File: config.mk
export PLATFORM = sky130hd
export DESIGN_NAME = store_trace_display
export DESIGN_NICKNAME = d
export VERILOG_FILES = /design/src/rtl/store_trace_display.sv
export SDC_FILE = /design/constraint.sdc
export NUM_CORES = 1
export LEC_CHECK = 0
export ABC_AREA = 1
export ABC_CLOCK_PERIOD_IN_PS = 6900
export CORE_MARGIN = 5
export CORE_UTILIZATION = 35
export CTS_CLUSTER_SIZE = 16
export DETAILED_ROUTE_END_ITERATION = 16
export HOLD_SLACK_MARGIN = 0.02
export PLACE_DENSITY = 0.53
export SYNTH_ARGS = -nofsm -noshare
export SYNTH_HDL_FRONTEND = slang
export SYNTH_SLANG_ARGS = --single-unit
File: constraint.sdc
create_clock -name clk -period 6.9 [get_ports clk]
set_input_delay 1.38 -clock clk [delete_from_list [all_inputs] [get_ports clk]]
set_output_delay 1.38 -clock clk [all_outputs]
set_load 0.02 [all_outputs]
File: src/rtl/store_trace_display.sv
// Store trace display: queues MEM-stage stores in a small FIFO and shows each one on two 4-digit hex groups.
// Optional sticky overflow indicator on the left-group decimal points: define STORE_TRACE_OVF_EN.
module store_trace_display #(
    parameter int DEPTH       = 4,
    parameter int SCAN_DIV    = 50000,
    parameter int HOLD_CYCLES = 100000000
) (
    input  logic        clk,
    input  logic        rst,
    input  logic        memwrite,
    input  logic [31:0] dataadr,
    input  logic [31:0] writedata,
    output logic [7:0]  seg,
    output logic [7:0]  seg1,
    output logic [7:0]  an,
    output logic        fifo_full
);

    localparam int PW = $clog2(DEPTH);
    localparam int HW = $clog2(HOLD_CYCLES + 1);
    localparam int SW = $clog2(SCAN_DIV + 1);
    localparam logic [HW-1:0] HOLD_LAST = HW'(HOLD_CYCLES - 1);
    localparam logic [SW-1:0] SCAN_LAST = SW'(SCAN_DIV - 1);

    typedef enum logic {IDLE, HOLD} state_t;

    function automatic logic [7:0] hex7(input logic [3:0] n);
        hex7 = 8'h00;
        case (n)
            4'h0: hex7 = 8'h3F;  4'h1: hex7 = 8'h06;  4'h2: hex7 = 8'h5B;  4'h3: hex7 = 8'h4F;
            4'h4: hex7 = 8'h66;  4'h5: hex7 = 8'h6D;  4'h6: hex7 = 8'h7D;  4'h7: hex7 = 8'h07;
            4'h8: hex7 = 8'h7F;  4'h9: hex7 = 8'h6F;  4'hA: hex7 = 8'h77;  4'hB: hex7 = 8'h7C;
            4'hC: hex7 = 8'h39;  4'hD: hex7 = 8'h5E;  4'hE: hex7 = 8'h79;  4'hF: hex7 = 8'h71;
            default: hex7 = 8'h00;
        endcase
    endfunction

    logic              mw_q;
    logic [PW:0]       wr_ptr_q, wr_ptr_d, rd_ptr_q, rd_ptr_d;
    logic [31:0]       mem_q [DEPTH];
    state_t            state_q, state_d;
    logic [HW-1:0]     hold_cnt_q, hold_cnt_d;
    logic [31:0]       disp_q, disp_d;
    logic              disp_vld_q, disp_vld_d;
    logic [SW-1:0]     scan_cnt_q, scan_cnt_d;
    logic [1:0]        k_q, k_d;
    logic [7:0]        seg_q, seg_d, seg1_q, seg1_d, an_q, an_d;
    logic              empty, full_w, push_req, push_ok, pop;
    logic              unused_hi;
`ifdef STORE_TRACE_OVF_EN
    logic              ovf_q, ovf_d;
`endif

    assign unused_hi = ^{dataadr[31:16], writedata[31:16]};

    // Pointer comparison: wrap bit distinguishes full from empty
    assign empty    = (wr_ptr_q == rd_ptr_q);
    assign full_w   = (wr_ptr_q[PW-1:0] == rd_ptr_q[PW-1:0]) && (wr_ptr_q[PW] != rd_ptr_q[PW]);
    assign push_req = memwrite && !mw_q;

    always_comb begin
        state_d    = state_q;
        hold_cnt_d = hold_cnt_q;
        disp_d     = disp_q;
        disp_vld_d = disp_vld_q;
        pop        = 1'b0;
        case (state_q)
            IDLE: begin
                if (!empty) begin
                    pop        = 1'b1;
                    disp_d     = mem_q[rd_ptr_q[PW-1:0]];
                    disp_vld_d = 1'b1;
                    hold_cnt_d = HOLD_LAST;
                    state_d    = HOLD;
                end
            end
            HOLD: begin
                if (hold_cnt_q != '0) begin
                    hold_cnt_d = hold_cnt_q - HW'(1);
                end else if (!empty) begin
                    pop        = 1'b1;
                    disp_d     = mem_q[rd_ptr_q[PW-1:0]];
                    hold_cnt_d = HOLD_LAST;
                end
            end
            default: state_d = IDLE;
        endcase

        // A pop in the same cycle frees the slot for a push into a full FIFO
        push_ok  = push_req && (!full_w || pop);
        wr_ptr_d = wr_ptr_q + {{PW{1'b0}}, push_ok};
        rd_ptr_d = rd_ptr_q + {{PW{1'b0}}, pop};
    end

    always_comb begin
        scan_cnt_d = scan_cnt_q + SW'(1);
        k_d        = k_q;
        if (scan_cnt_q == SCAN_LAST) begin
            scan_cnt_d = '0;
            k_d        = k_q + 2'd1;
        end
        an_d   = 8'h11 << k_q;
        seg_d  = disp_vld_q ? hex7(disp_q[{1'b0, k_q, 2'b00} +: 4]) : 8'h40;
        seg1_d = disp_vld_q ? hex7(disp_q[{1'b1, k_q, 2'b00} +: 4]) : 8'h40;
`ifdef STORE_TRACE_OVF_EN
        ovf_d     = ovf_q || (push_req && !push_ok);
        seg1_d[7] = ovf_q;
`endif
    end

    always_ff @(posedge clk or negedge rst) begin
        if (!rst) begin
            mw_q       <= 1'b0;
            wr_ptr_q   <= '0;
            rd_ptr_q   <= '0;
            state_q    <= IDLE;
            hold_cnt_q <= '0;
            disp_q     <= '0;
            disp_vld_q <= 1'b0;
            scan_cnt_q <= '0;
            k_q        <= 2'd0;
            seg_q      <= 8'h40;
            seg1_q     <= 8'h40;
            an_q       <= 8'h11;
`ifdef STORE_TRACE_OVF_EN
            ovf_q      <= 1'b0;
`endif
        end else begin
            mw_q       <= memwrite;
            wr_ptr_q   <= wr_ptr_d;
            rd_ptr_q   <= rd_ptr_d;
            state_q    <= state_d;
            hold_cnt_q <= hold_cnt_d;
            disp_q     <= disp_d;
            disp_vld_q <= disp_vld_d;
            scan_cnt_q <= scan_cnt_d;
            k_q        <= k_d;
            seg_q      <= seg_d;
            seg1_q     <= seg1_d;
            an_q       <= an_d;
`ifdef STORE_TRACE_OVF_EN
            ovf_q      <= ovf_d;
`endif
        end
    end

    // Entry storage carries no reset; the pointers alone define what is pending
    always_ff @(posedge clk) begin
        if (push_ok) begin
            mem_q[wr_ptr_q[PW-1:0]] <= {dataadr[15:0], writedata[15:0]};
        end
    end

    assign seg       = seg_q;
    assign seg1      = seg1_q;
    assign an        = an_q;
    assign fifo_full = full_w;

endmodule

### After elaboration in Yosys (flattened, before gate mapping)

Memory sizes are Yosys's and may differ from the RTL's.
Cells that the tools add are included.

| operators by class | value |
|---|---|
| add/sub/neg operators | 5 |
| equality and inequality tests | 5 |
| shift-type cells | 3 |
| muxes and demuxes | 15 |
| bitwise gates (word level) | 2 |
| reductions and logical operators | 8 |

Operators with widths:

| kind | count |
|---|---|
| 32-bit 2-to-1 mux | 2 |
| 32-bit one-hot mux with 2 select lines | 1 |
| 27-bit 2-to-1 mux | 2 |
| 27-bit one-hot mux with 2 select lines | 1 |
| 32-bit by 5-bit indexed part select with 4-bit output | 1 |
| 32-bit by 6-bit indexed part select with 4-bit output | 1 |
| 27-bit nonzero test | 1 |
| 27-bit by 1-bit subtractor with 27-bit output (second input constant) | 1 |
| 16-bit by 1-bit adder with 16-bit output (second input constant) | 1 |
| 16-bit == test (second input constant) | 1 |
| 16-bit 2-to-1 mux | 1 |
| 8-bit 2-to-1 mux | 2 |
| 5-bit by 2-bit left shift with 8-bit output (first input constant) | 1 |
| 3-bit by 1-bit adder with 3-bit output | 2 |
| 1-bit 2-to-1 mux | 5 |
| 3-bit == test | 1 |
| 1-bit logical AND | 3 |
| 2-bit by 1-bit adder with 2-bit output (second input constant) | 1 |
| 2-bit == test | 1 |
| 1-bit zero test | 2 |
| 2-bit != test (second input constant) | 1 |
| 1-bit inverter | 2 |
| 1-bit one-hot mux with 2 select lines | 1 |
| 2-bit AND reduction | 1 |
| other kinds (2) | 2 |

| word-level totals | value |
|---|---|
| register bits after elaboration | 110 |
| RAM bits | 128 |
| ROM bits | 224 |
| output and inout bits | 25 |
| logic and storage cells | 53 |
| memories | 3 |

Memories:

| memory | depth | bits a word | read ports | clocked after Yosys merged registers in | wr ports | RTL line | RTL |
|---|---|---|---|---|---|---|---|
| mem_q | 4 | 32 | 1 | 0 | 1 | 40 | `logic [31:0] mem_q [DEPTH];` |
| (no name shown) | 16 | 7 | 1 | 0 | 0 | 29 | `case (n)` |
| (no name shown) | 16 | 7 | 1 | 0 | 0 | 29 |  |

### Longest topological paths before layout

Gate-level depths: netlist (run 1).

| logic depth | value |
|---|---|
| depth in word-level cells | 8 |
| depth in mapped cells | 13 |
| mapped depth without buffers | 13 |

### Least setup slack after synthesis (run 1)

Ideal clock, no wire load.

| timing path | value |
|---|---|
| path kind | input -> register |
| start | input memwrite |
| end | memory mem_q[0][0] (enable) |
| data arrival time | 2,951 ps |
| required time | 6,479 ps |
| path slack | 3,528 ps |
| cell stages on the path | 4 |
| path buffers | 0 |
| cells stage by stage | inv_1 > nor2_1 > nand2_1 > nor2_1 |

| on the way | value |
|---|---|
| cells in the longest elaborated chain, start to end | 4 |

Ends and longest elaborated chain:

| element | RTL line | RTL |
|---|---|---|
| from (decl) | 10 | `input logic memwrite,` |
| 1-bit logical AND | 59 | `assign push_req = memwrite && !mw_q;` |
| 1-bit logical AND | 90 | `push_ok = push_req && (!full_w \|\| pop);` |
| 1-bit 2-to-1 mux | 149 | `if (push_ok) begin` |
| 1-bit 2-to-1 mux (implied by the code) | 150 | `mem_q[wr_ptr_q[PW-1:0]] <= {dataadr[15:0], writedata[15:0]};` |
| to (decl) | 40 |  |

Every way passes these cells.

### Final worst setup path (run 1)

| timing path | value |
|---|---|
| start | register rd_ptr_q[0] |
| end | output fifo_full |

| on the way | value |
|---|---|
| cells in the longest elaborated chain, start to end | 2 |

Ends and longest elaborated chain:

| element | RTL line | RTL |
|---|---|---|
| from (decl) | 39 | `logic [PW:0] wr_ptr_q, wr_ptr_d, rd_ptr_q, rd_ptr_d;` |
| from (signal assigned) | 131 | `rd_ptr_q <= rd_ptr_d;` |
| 2-bit == test | 58 | `assign full_w = (wr_ptr_q[PW-1:0] == rd_ptr_q[PW-1:0]) && (wr_ptr_q[PW] != rd_ptr_q[PW]);` |
| 1-bit logical AND | 58 |  |
| to (decl) | 16 | `output logic fifo_full` |

Every way passes these cells.

==> metrics.csv, run 1 <==
stage,metric,value,unit
setup_path,ordered cell list for the critical path,buf_4 -> nand2_1 -> nand2_1 -> nand2_1 -> nor2_1 -> clkdlybuf4s50_1,
timing,fin crit period,3890,ps
pwr,Switching Fraction,34.12,%
synthesis,cell count after synthesis,1076,
drt,Final ANT Viol Nets,0,
clock_tree,number of post-CTS setup repair buffers,0,
timing,slew margin rel.,44.50,%
timing,Setup TNS Final,0,ps
pwr,total power,4576,uW
final_layout,nets,1215,
global_routing,GRT Overall Usage,13.94,%
pwr,P_sw,1561,uW
setup_path,Top delay family on crit path,buffers and inverters,
drt,# DRC,0,
setup_path,Critical Path Fanout Max,67,
pwr,Peak VDD IR,0.2145,mV
placement,GPL Wtd Cong,0.8261,
timing,Slew Limit Fails,0,
clock_tree,Clock transition at path regs,60,ps
clock_tree,CTS tree,yes,
clock_tree,hold buffers post-CTS,0,
pwr,Clock power frac,29.6,%
placement,placed inst area,0.01141,mm2
synthesis,post-synth top area cell,edfxtp_1,
job,max-cap viol count,0,
floorplan,Die Y,183.5,um
outcome,outcome,"finished, final reports clean",
setup_path,CP Capture Type,output pin,
final_layout,ANT cells,0,
pwr,Comb power frac,28.7,%
clock_tree,htree depth,1,
clock_tree,clock buffer depth,3,
clock_tree,worst skew pair latency,550,ps
drt,number of vias per cell,4.807,
placement,Port Buf Inserts,57,
worst_hold_path,worst hold path class,flip-flop to flip-flop,
setup_path,Worst Path Arrival,2510,ps
timing,Fin Clk Skew,22.25,ps
global_routing,first-pass GRT wire length,38.67,mm
synthesis,synth top area cells,"edfxtp_1 (36%), dfrtp_1 (24%), nand2_1 (10%)",
synthesis,post-synthesis sequential area ratio,61.23,%
clock_tree,CTS resizes,0,
pwr,Cell Int Power,3015,uW
floorplan,Rows,63,
setup_path,CP bufs+invs,2,
clock_tree,Clock Tree Root,clkbuf_16,
drt,1st-pass router iterations,5,
clock_tree,clk sinks,232,
synthesis,post-synth top area share,36.49,%
drt,initial DRC count,454,
timing,RSZ-0062 raised after global routing,false,
floorplan,Die X,183.5,um
floorplan,die area,0.03367,mm2
setup_path,CP Class,flip-flop to output pin,
setup_path,R2R setup slack,3910,ps
final_layout,footprint of the multi-input gates,0.003583,mm2
final_layout,synth-to-layout area growth,16.36,%
timing,Max Clk Rate,257.1,MHz
global_routing,vias in the first global route,7485,
synthesis,"Cell Area, Synth",0.01053,mm2
setup_path,Critical-path top delay cell,clkdlybuf4s50_1,
drt,wire per inst,15.00,um
clock_tree,CTS buffer count,26,
setup_path,delay of the slowest critical-path stage,630,ps
synthesis,most frequent cell after synthesis,nand2_1,
setup_path,CP startpoint kind,flip-flop,
setup_path,"most used cell, CP",nand2_1,
synthesis,top_reg_cell synth,edfxtp_1,
final_layout,share of layout cells above drive strength 1,6.719,%
floorplan,Initial Utilization,35.45,%
synthesis,count of unique library cells instantiated by Yosys,40,
floorplan,Ports,92,
final_layout,Filler Cells Inserted,2919,
synthesis,"EDFF count, synth",128,
synthesis,share of flip-flops with an asynchronous set or reset,44.83,%
final_layout,FF+latch area,0.006452,mm2
timing,Final Hold Vio Count,0,
global_routing,Overflow after GRT,0,
final_layout,fin area,0.01226,mm2
pwr,Flop pwr share,41.8,%
pwr,pwr dens,373.3,mW/mm2
timing,Final Worst Setup Slack,3010,ps
synthesis,"FF+latch count, synth",232,
synthesis,"Avg Cell Area, Syn",9.790,um2
pwr,P_leak,0.005113,uW
timing,final worst path period share,56.38,%
global_routing,initial antenna violation count,0,
timing,actual slew at the worst max-slew pin,832.5,ps
drt,DR vias,7384,
placement,Post-DP HPWL,14.16,mm
synthesis,"top cells by count, synth","nand2_1 (284), nor2_1 (185), edfxtp_1 (128), dfrtp_1 (101), o21ai_0 (63)",
setup_path,"Req. time, crit path",5520,ps
floorplan,core area,0.02972,mm2
timing,"Setup violations, final",0,
synthesis,yosys warns,0,
drt,overall routed net length,23.04,mm
global_routing,largest net degree at the start of global routing,68,
placement,DP Worst Slack,3517,ps
## state kept, by name (all words and copies together) (netlist names)
signal / flops
seg: 7
seg1: 7
state_q: 1
mem_q: 128
hold_cnt_q: 27
scan_cnt_q: 16
an: 4
wr_ptr_q: 3
k_q: 2
disp_vld_q: 1
mw_q: 1
disp_q: 32
rd_ptr_q: 3
## cell usage in the layout, fill, tap and decap left out, drive strengths merged
cell type	count
nand2	292
nor2	193
edfxtp	128
dfrtp	101
inv	65
o21ai	64
clkdlybuf4s50	56
nand3	45
clkbuf	42
o32ai	32
a21oi	22
ha	22
xor2	15
nor3	14
nand4	11
buf	10
xnor2	7
clkinv	5
nand3b	4
or2	3
dfstp	3
nor4	2
conb	2
bufinv	2
o31ai	1
o22ai	1
o21a	1
a211oi	1
a31oi	1
o211ai	1
## final timing paths
check | startpoint | endpoint | depth (start not counted)
hold reg to reg | scan_cnt_q[0] | scan_cnt_q[0] | 1
min in group asynchronous | rst | wr_ptr_q[0] | 1
setup reg to reg | rd_ptr_q[1] | rd_ptr_q[2] | 8
max in group asynchronous | rst | rd_ptr_q[0] | 2
setup / recovery | rd_ptr_q[0] | fifo_full | 6
hold / removal | scan_cnt_q[0] | scan_cnt_q[0] | 1
## metal layers
layer	track usage, %	share of wire, %	vias up	routed length (um)
met5	0	0	-	0
met4	3.218	1.8	0	420
met3	2.275	3.8	34	876
met2	23.12	47	115	10740
met1	19.32	48	3553	11000
li1	-	-	3682	-
## power groups by stage
stage	Sequential, uW	Combinational, uW	Clock (uW)
after global placement	1930	1310	0
final	1910	1310	1350
after floorplan	1960	871	0
after CTS	1910	1340	1400
after detailed placement	1940	1330	0
after global routing	1950	1500	1450
## final cells by class
type,instances,area share [%]
clock buffers,42,6.043
clock inverters,6,0.8881
inverters,66,2.021
multi-input cells,734,29.24
flip-flops and latches,232,52.64
well taps,390,3.981
repair buffers,66,5.186
## stage by stage
step | cells | util [%] | hold WS, ps
4_1_cts | 1536 | 41.24 | 461.0
5_1_grt | 1536 | 41.24 | 480.1
3_5_place_dp | 1488 | 38.39 | 453.8
6_report | 1536 | 41.24 | 457.5
2_1_floorplan | 1077 | - | 432.9
3_3_place_gp | 1488 | 38.39 | 448.8
## logic make-up (layout without fill, tap and decap cells)
logic type | count (synthesis) | after routing | share of synthesized area (%)
DFF | 232 | 232 | 61.23
and+or+nand+nor | 564 | 564 | 22.26
adders and majority gates | 22 | 22 | 2.613
xor gates and xnor gates | 22 | 22 | 1.829
AOI/OAI and AO/OA | 124 | 124 | 7.151
other | 1 | 2 | 0.03560
buffers and inverters | 111 | 180 | 4.882
## worst register-to-register path, stage by stage, from the launching register on
cell and delay (ps):
dfrtp_2 340, buf_4 520, xnor2_1 250, nand3_2 410, inv_1 550, nor2_8 210, ha_1 260, ha_1 190
xor2_1 140
No activity file was read; power rests on OpenSTA's default activity.
==> run 2, diff against run 1 <==
- ABC_CLOCK_PERIOD_IN_PS: 6900 -> 3800
- clock period: 6.9 -> 3.8 ns (I/O delays scaled with it)
==> run 2 against run 1 <==
Register-to-register slack worse by 2800 ps. Non-clock buffer count up 1. Sequential share of layout area down 0.086 points. Die area unchanged. First-iteration DRC count rose by 7.5%. Critical endpoint unchanged. Sequential power increased by 82%. Worst setup slack got worse by 2100 ps. Cell count is the same. Worst hold slack worse by 250 ps. Sequential cell count is the same. Clock skew fell by 14 ps. Largest power group unchanged.
==> metrics.csv, run 2 (synthesis gave the netlist of run 1 again) <==
stage,metric,value,unit
pwr,Comb power frac,28.7,%
clock_tree,Clock transition at path regs,60,ps
timing,Fin Clk Skew,8.136,ps
final_layout,Filler Cells Inserted,2908,
clock_tree,CTS tree,yes,
pwr,P_sw,2828,uW
floorplan,Die X,183.5,um
global_routing,vias in the first global route,7331,
placement,Post-DP HPWL,14.18,mm
clock_tree,number of post-CTS setup repair buffers,0,
timing,RSZ-0062 raised after global routing,false,
global_routing,Overflow after GRT,0,
drt,DR vias,7403,
placement,GPL Wtd Cong,0.8299,
final_layout,most frequent cells in the layout,"nand2_1 (284), nor2_1 (181), edfxtp_1 (128), dfrtp_1 (99), o21ai_0 (63)",
setup_path,ordered cell list for the critical path,xnor2_1 -> nand2_1 -> nor2_1 -> clkdlybuf4s50_1,
final_layout,footprint of the multi-input gates,0.003583,mm2
final_layout,"non-filler cells, final",1536,
setup_path,Critical Path Fanout Max,5,
final_layout,share of layout cells above drive strength 1,6.981,%
pwr,Switching Fraction,34.08,%
pwr,Flop pwr share,41.8,%
final_layout,"most common cell after layout, fill and taps aside",nand2_1,
drt,1st-pass router iterations,5,
worst_hold_path,worst hold path class,input port to async pin,
timing,Final Hold Vio Count,0,
drt,# DRC,0,
outcome,outcome,"finished, final reports clean",
setup_path,CP Capture Type,output pin,
drt,Final ANT Viol Nets,0,
clock_tree,Clock Tree Root,clkbuf_16,
setup_path,Top delay family on crit path,buffers and inverters,
timing,Max Clk Rate,351.3,MHz
clock_tree,clock buffer depth,3,
timing,fin crit period,2847,ps
setup_path,CP Class,flip-flop to output pin,
final_layout,FF+latch area,0.006452,mm2
pwr,P_leak,0.005127,uW
floorplan,Rows,63,
setup_path,CP startpoint kind,flip-flop,
global_routing,GRT Overall Usage,13.63,%
pwr,Clock power frac,29.5,%
clock_tree,htree depth,1,
drt,wire per inst,14.78,um
timing,slew margin rel.,52.82,%
global_routing,first-pass GRT wire length,37.79,mm
placement,Placed Cells,1489,
drt,number of vias per cell,4.820,
setup_path,Worst Path Arrival,2090,ps
clock_tree,CTS resizes,0,
pwr,Cell Int Power,5470,uW
drt,overall routed net length,22.70,mm
pwr,pwr dens,675.9,mW/mm2
final_layout,nets,1217,
setup_path,"Req. time, crit path",3040,ps
final_layout,ANT cells,0,
clock_tree,worst skew pair latency,540,ps
drt,initial DRC count,488,
clock_tree,CTS buffer count,27,
timing,Setup TNS Final,0,ps
setup_path,delay of the slowest critical-path stage,630,ps
clock_tree,hold buffers post-CTS,0,
pwr,Peak VDD IR,0.3274,mV
timing,actual slew at the worst max-slew pin,707.7,ps
floorplan,Initial Utilization,35.45,%
timing,"Setup violations, final",0,
floorplan,Die Y,183.5,um
setup_path,CP bufs+invs,1,
final_layout,number of flip-flops in the largest register,128,
setup_path,Critical-path top delay cell,clkdlybuf4s50_1,
global_routing,initial antenna violation count,0,
floorplan,Ports,92,
timing,final worst path period share,74.91,%
placement,Port Buf Inserts,57,
floorplan,die area,0.03367,mm2
job,max-cap viol count,0,
final_layout,synth-to-layout area growth,16.55,%
floorplan,core area,0.02972,mm2
global_routing,largest net degree at the start of global routing,70,
clock_tree,clk sinks,232,
timing,Slew Limit Fails,0,
-- run 2: through the flow --
step / hold slack (ps) / cell area, um2 / utilization (%) / total power (uW) / setup slack, ps
floorplan: 432.9 / 10540 / - / 5133 / 599.1
global placement: 452.4 / 11430 / 38.45 / 5899 / 1145
detailed placement: 453.2 / 11430 / 38.45 / 5930 / 1119
CTS: 202.2 / 12280 / 41.31 / 8423 / 899.3
global route: 232.0 / 12280 / 41.31 / 8911 / 768.8
finish: 204.6 / 12280 / 41.31 / 8298 / 953.3
-- run 2: final timing paths --
check	startpoint	endpoint	slack (ps)	depth (start not counted)
max in group asynchronous	rst	an[4]	2790	2
worst min-delay path	rst	hold_cnt_q[6]	200	1
worst min register to register	scan_cnt_q[0]	scan_cnt_q[0]	460	1
worst max-delay path	wr_ptr_q[1]	fifo_full	950	4
min in group clk	scan_cnt_q[0]	scan_cnt_q[0]	460	1
worst max register to register	hold_cnt_q[0]	mem_q[2][23]	1160	11
-- run 2: layout make-up --
| cell class | instances | area share, % |
|---|---|---|
| Sequential cell | 232 | 52.56 |
| Multi-Input combinational cell | 734 | 29.19 |
| Clock buffer | 39 | 6.278 |
| Timing Repair Buffer | 67 | 5.340 |
| Tap cell | 390 | 3.975 |
| Inverter | 66 | 2.018 |
| Clock inverter | 8 | 0.6421 |
-- run 2: power groups by stage --
stage | registers (uW) | clock network (uW) | logic, uW
3_3_place_gp | 3510 | 0 | 2380
5_1_grt | 3540 | 2640 | 2730
3_5_place_dp | 3520 | 0 | 2410
4_1_cts | 3480 | 2530 | 2420
6_report | 3470 | 2450 | 2380
2_1_floorplan | 3550 | 0 | 1580
-- run 2: per-layer routing --
metal | global-route usage [%] | vias to the layer above | part of all wire [%]
met5 | 0 | - | 0
met4 | 3.546 | 0 | 2.0
met3 | 1.998 | 35 | 3.8
met2 | 22.25 | 123 | 46
met1 | 19.19 | 3556 | 48
li1 | - | 3689 | -
-- run 2: worst register-to-register path, cell delays in order (launching register included) --
cell and delay (ps):
dfrtp_1 400, inv_1 150, ha_1 300, nand2_4 100, nor2_4 190, nand2_2 80
nor2_4 140, nor2_4 80, nand2_1 80, nand2_1 160, nor2_2 120, buf_4 440
==> run 3, diff against run 2 <==
- ABC_CLOCK_PERIOD_IN_PS: 3800 -> 2900
- clock period: 3.8 -> 2.9 ns (I/O delays scaled with it)
==> run 3 against run 2 <==
First-iteration DRC count is 19% lower. Worst setup slack worse by 750 ps. Core utilization is 0.36 points higher. Largest power group unchanged.
==> metrics.csv, run 3 (synthesis gave the netlist of run 1 again) <==
stage,metric,value,unit
outcome,outcome,"finished, final reports clean",
setup_path,"Req. time, crit path",2320,ps
final_layout,number of flip-flops in the largest register,128,
timing,RSZ-0062 raised after global routing,false,
timing,Final Hold Vio Count,0,
final_layout,fin area,0.01238,mm2
timing,Fin Clk Skew,10.04,ps
pwr,Clock power frac,29.6,%
job,max-cap viol count,0,
pwr,Peak VDD IR,0.4498,mV
clock_tree,hold buffers post-CTS,0,
timing,fin crit period,2700,ps
floorplan,Ports,92,
pwr,Cell Int Power,7216,uW
setup_path,RR Startpoint,hold_cnt_q[0],
drt,# DRC,0,
timing,Max Clk Rate,370.4,MHz
setup_path,reg2reg end,mem_q[0][23],
timing,Setup TNS Final,0,ps
global_routing,largest net degree at the start of global routing,66,
timing,actual slew at the worst max-slew pin,705.4,ps
setup_path,Worst Path Arrival,2120,ps
drt,number of vias per cell,4.685,
clock_tree,CTS buffer count,27,
clock_tree,clock buffer depth,3,
drt,overall routed net length,22.83,mm
setup_path,CP startpoint kind,flip-flop,
global_routing,initial antenna violation count,0,
clock_tree,CTS tree,yes,
floorplan,Die Y,183.5,um
clock_tree,Clock transition at path regs,60,ps
final_layout,synth-to-layout area growth,17.57,%
pwr,Comb power frac,28.7,%
floorplan,Initial Utilization,35.45,%
global_routing,Overflow after GRT,0,
timing,Slew Limit Fails,0,
setup_path,R2R setup slack,500,ps
clock_tree,worst skew pair latency,540,ps
timing,Fin Hold WS,80.24,ps
final_layout,FF+latch area,0.006452,mm2
setup_path,CP Class,flip-flop to output pin,
clock_tree,clk sinks,232,
setup_path,CP Capture Type,output pin,
drt,1st-pass router iterations,5,
drt,initial DRC count,397,
floorplan,Die X,183.5,um
final_layout,most frequent cells in the layout,"nand2_1 (284), nor2_1 (181), edfxtp_1 (128), dfrtp_1 (99), o21ai_0 (63)",
pwr,P_sw,3719,uW
final_layout,Final Core Density,41.67,%
drt,wire per inst,14.76,um
placement,GPL Wtd Cong,0.8544,
final_layout,share of layout cells above drive strength 1,7.779,%
global_routing,GRT Overall Usage,13.73,%
final_layout,Filler Cells Inserted,2875,
final_layout,"most common cell after layout, fill and taps aside",nand2_1,
clock_tree,CTS resizes,0,
placement,placed inst area,0.01152,mm2
clock_tree,Clock Tree Root,clkbuf_16,
setup_path,Reg2Reg Depth,11,
setup_path,Critical Path Fanout Max,5,
pwr,total power,10930,uW
global_routing,vias in the first global route,7268,
pwr,Flop pwr share,41.7,%
timing,"Setup violations, final",0,
pwr,pwr dens,883.0,mW/mm2
final_layout,ANT cells,0,
global_routing,first-pass GRT wire length,37.85,mm
drt,DR vias,7247,
timing,slew margin rel.,52.97,%
placement,Post-DP HPWL,14.33,mm
floorplan,core area,0.02972,mm2
final_layout,nets,1225,
timing,final worst path period share,93.09,%
clock_tree,htree depth,1,
pwr,P_leak,0.005187,uW
floorplan,die area,0.03367,mm2
placement,Port Buf Inserts,57,
drt,Final ANT Viol Nets,0,
floorplan,Rows,63,
final_layout,footprint of the multi-input gates,0.003583,mm2
pwr,Switching Fraction,34.01,%
worst_hold_path,worst hold path class,input port to async pin,
clock_tree,number of post-CTS setup repair buffers,0,
==> run 3: worst max-delay path, cell delays in order, from the launching register on <==
cell             delay [ps]
dfrtp_1                 440
xnor2_1                 270
nand2_1                  80
nor2_1                  160
clkdlybuf4s50_1         630
==> run 3: how the worst max path moves through the flow <==
stage,startpoint,end
after CTS,wr_ptr_q[1],fifo_full
after global placement,hold_cnt_q[0],mem_q[3][27]
after global routing,wr_ptr_q[1],fifo_full
final,wr_ptr_q[1],fifo_full
after detailed placement,hold_cnt_q[0],mem_q[1][23]
after floorplan,hold_cnt_q[0],mem_q[0][0]
==> run 3: power groups by stage <==
stage / clock (uW) / sequential, uW / combinational (uW)
6_report: 3240 / 4560 / 3140
2_1_floorplan: 0 / 4650 / 2070
4_1_cts: 3350 / 4560 / 3210
5_1_grt: 3470 / 4640 / 3580
3_3_place_gp: 0 / 4610 / 3170
3_5_place_dp: 0 / 4610 / 3200
==> run 3: layer usage <==
metal	routed length (um)	up-vias	track usage, %
met5	0	-	0
met2	10770	109	23.02
met4	512	0	3.695
li1	-	3701	-
met1	10680	3404	18.59
met3	873	33	2.256
==> run 3: cell type report <==
type	instances	area share, %
sequential	232	52.10
multi-input combinational	734	28.94
timing repair buffer	75	6.082
inverter	66	2.000
clock inverter	15	1.081
clock buffer	35	5.860
tap	390	3.940
==> run 3: metrics by stage <==
step,setup slack (ps),instances
2_1_floorplan,-300.9,1077
3_3_place_gp,517.6,1497
3_5_place_dp,481.7,1497
4_1_cts,111.4,1547
5_1_grt,17.86,1547
6_report,200.3,1547
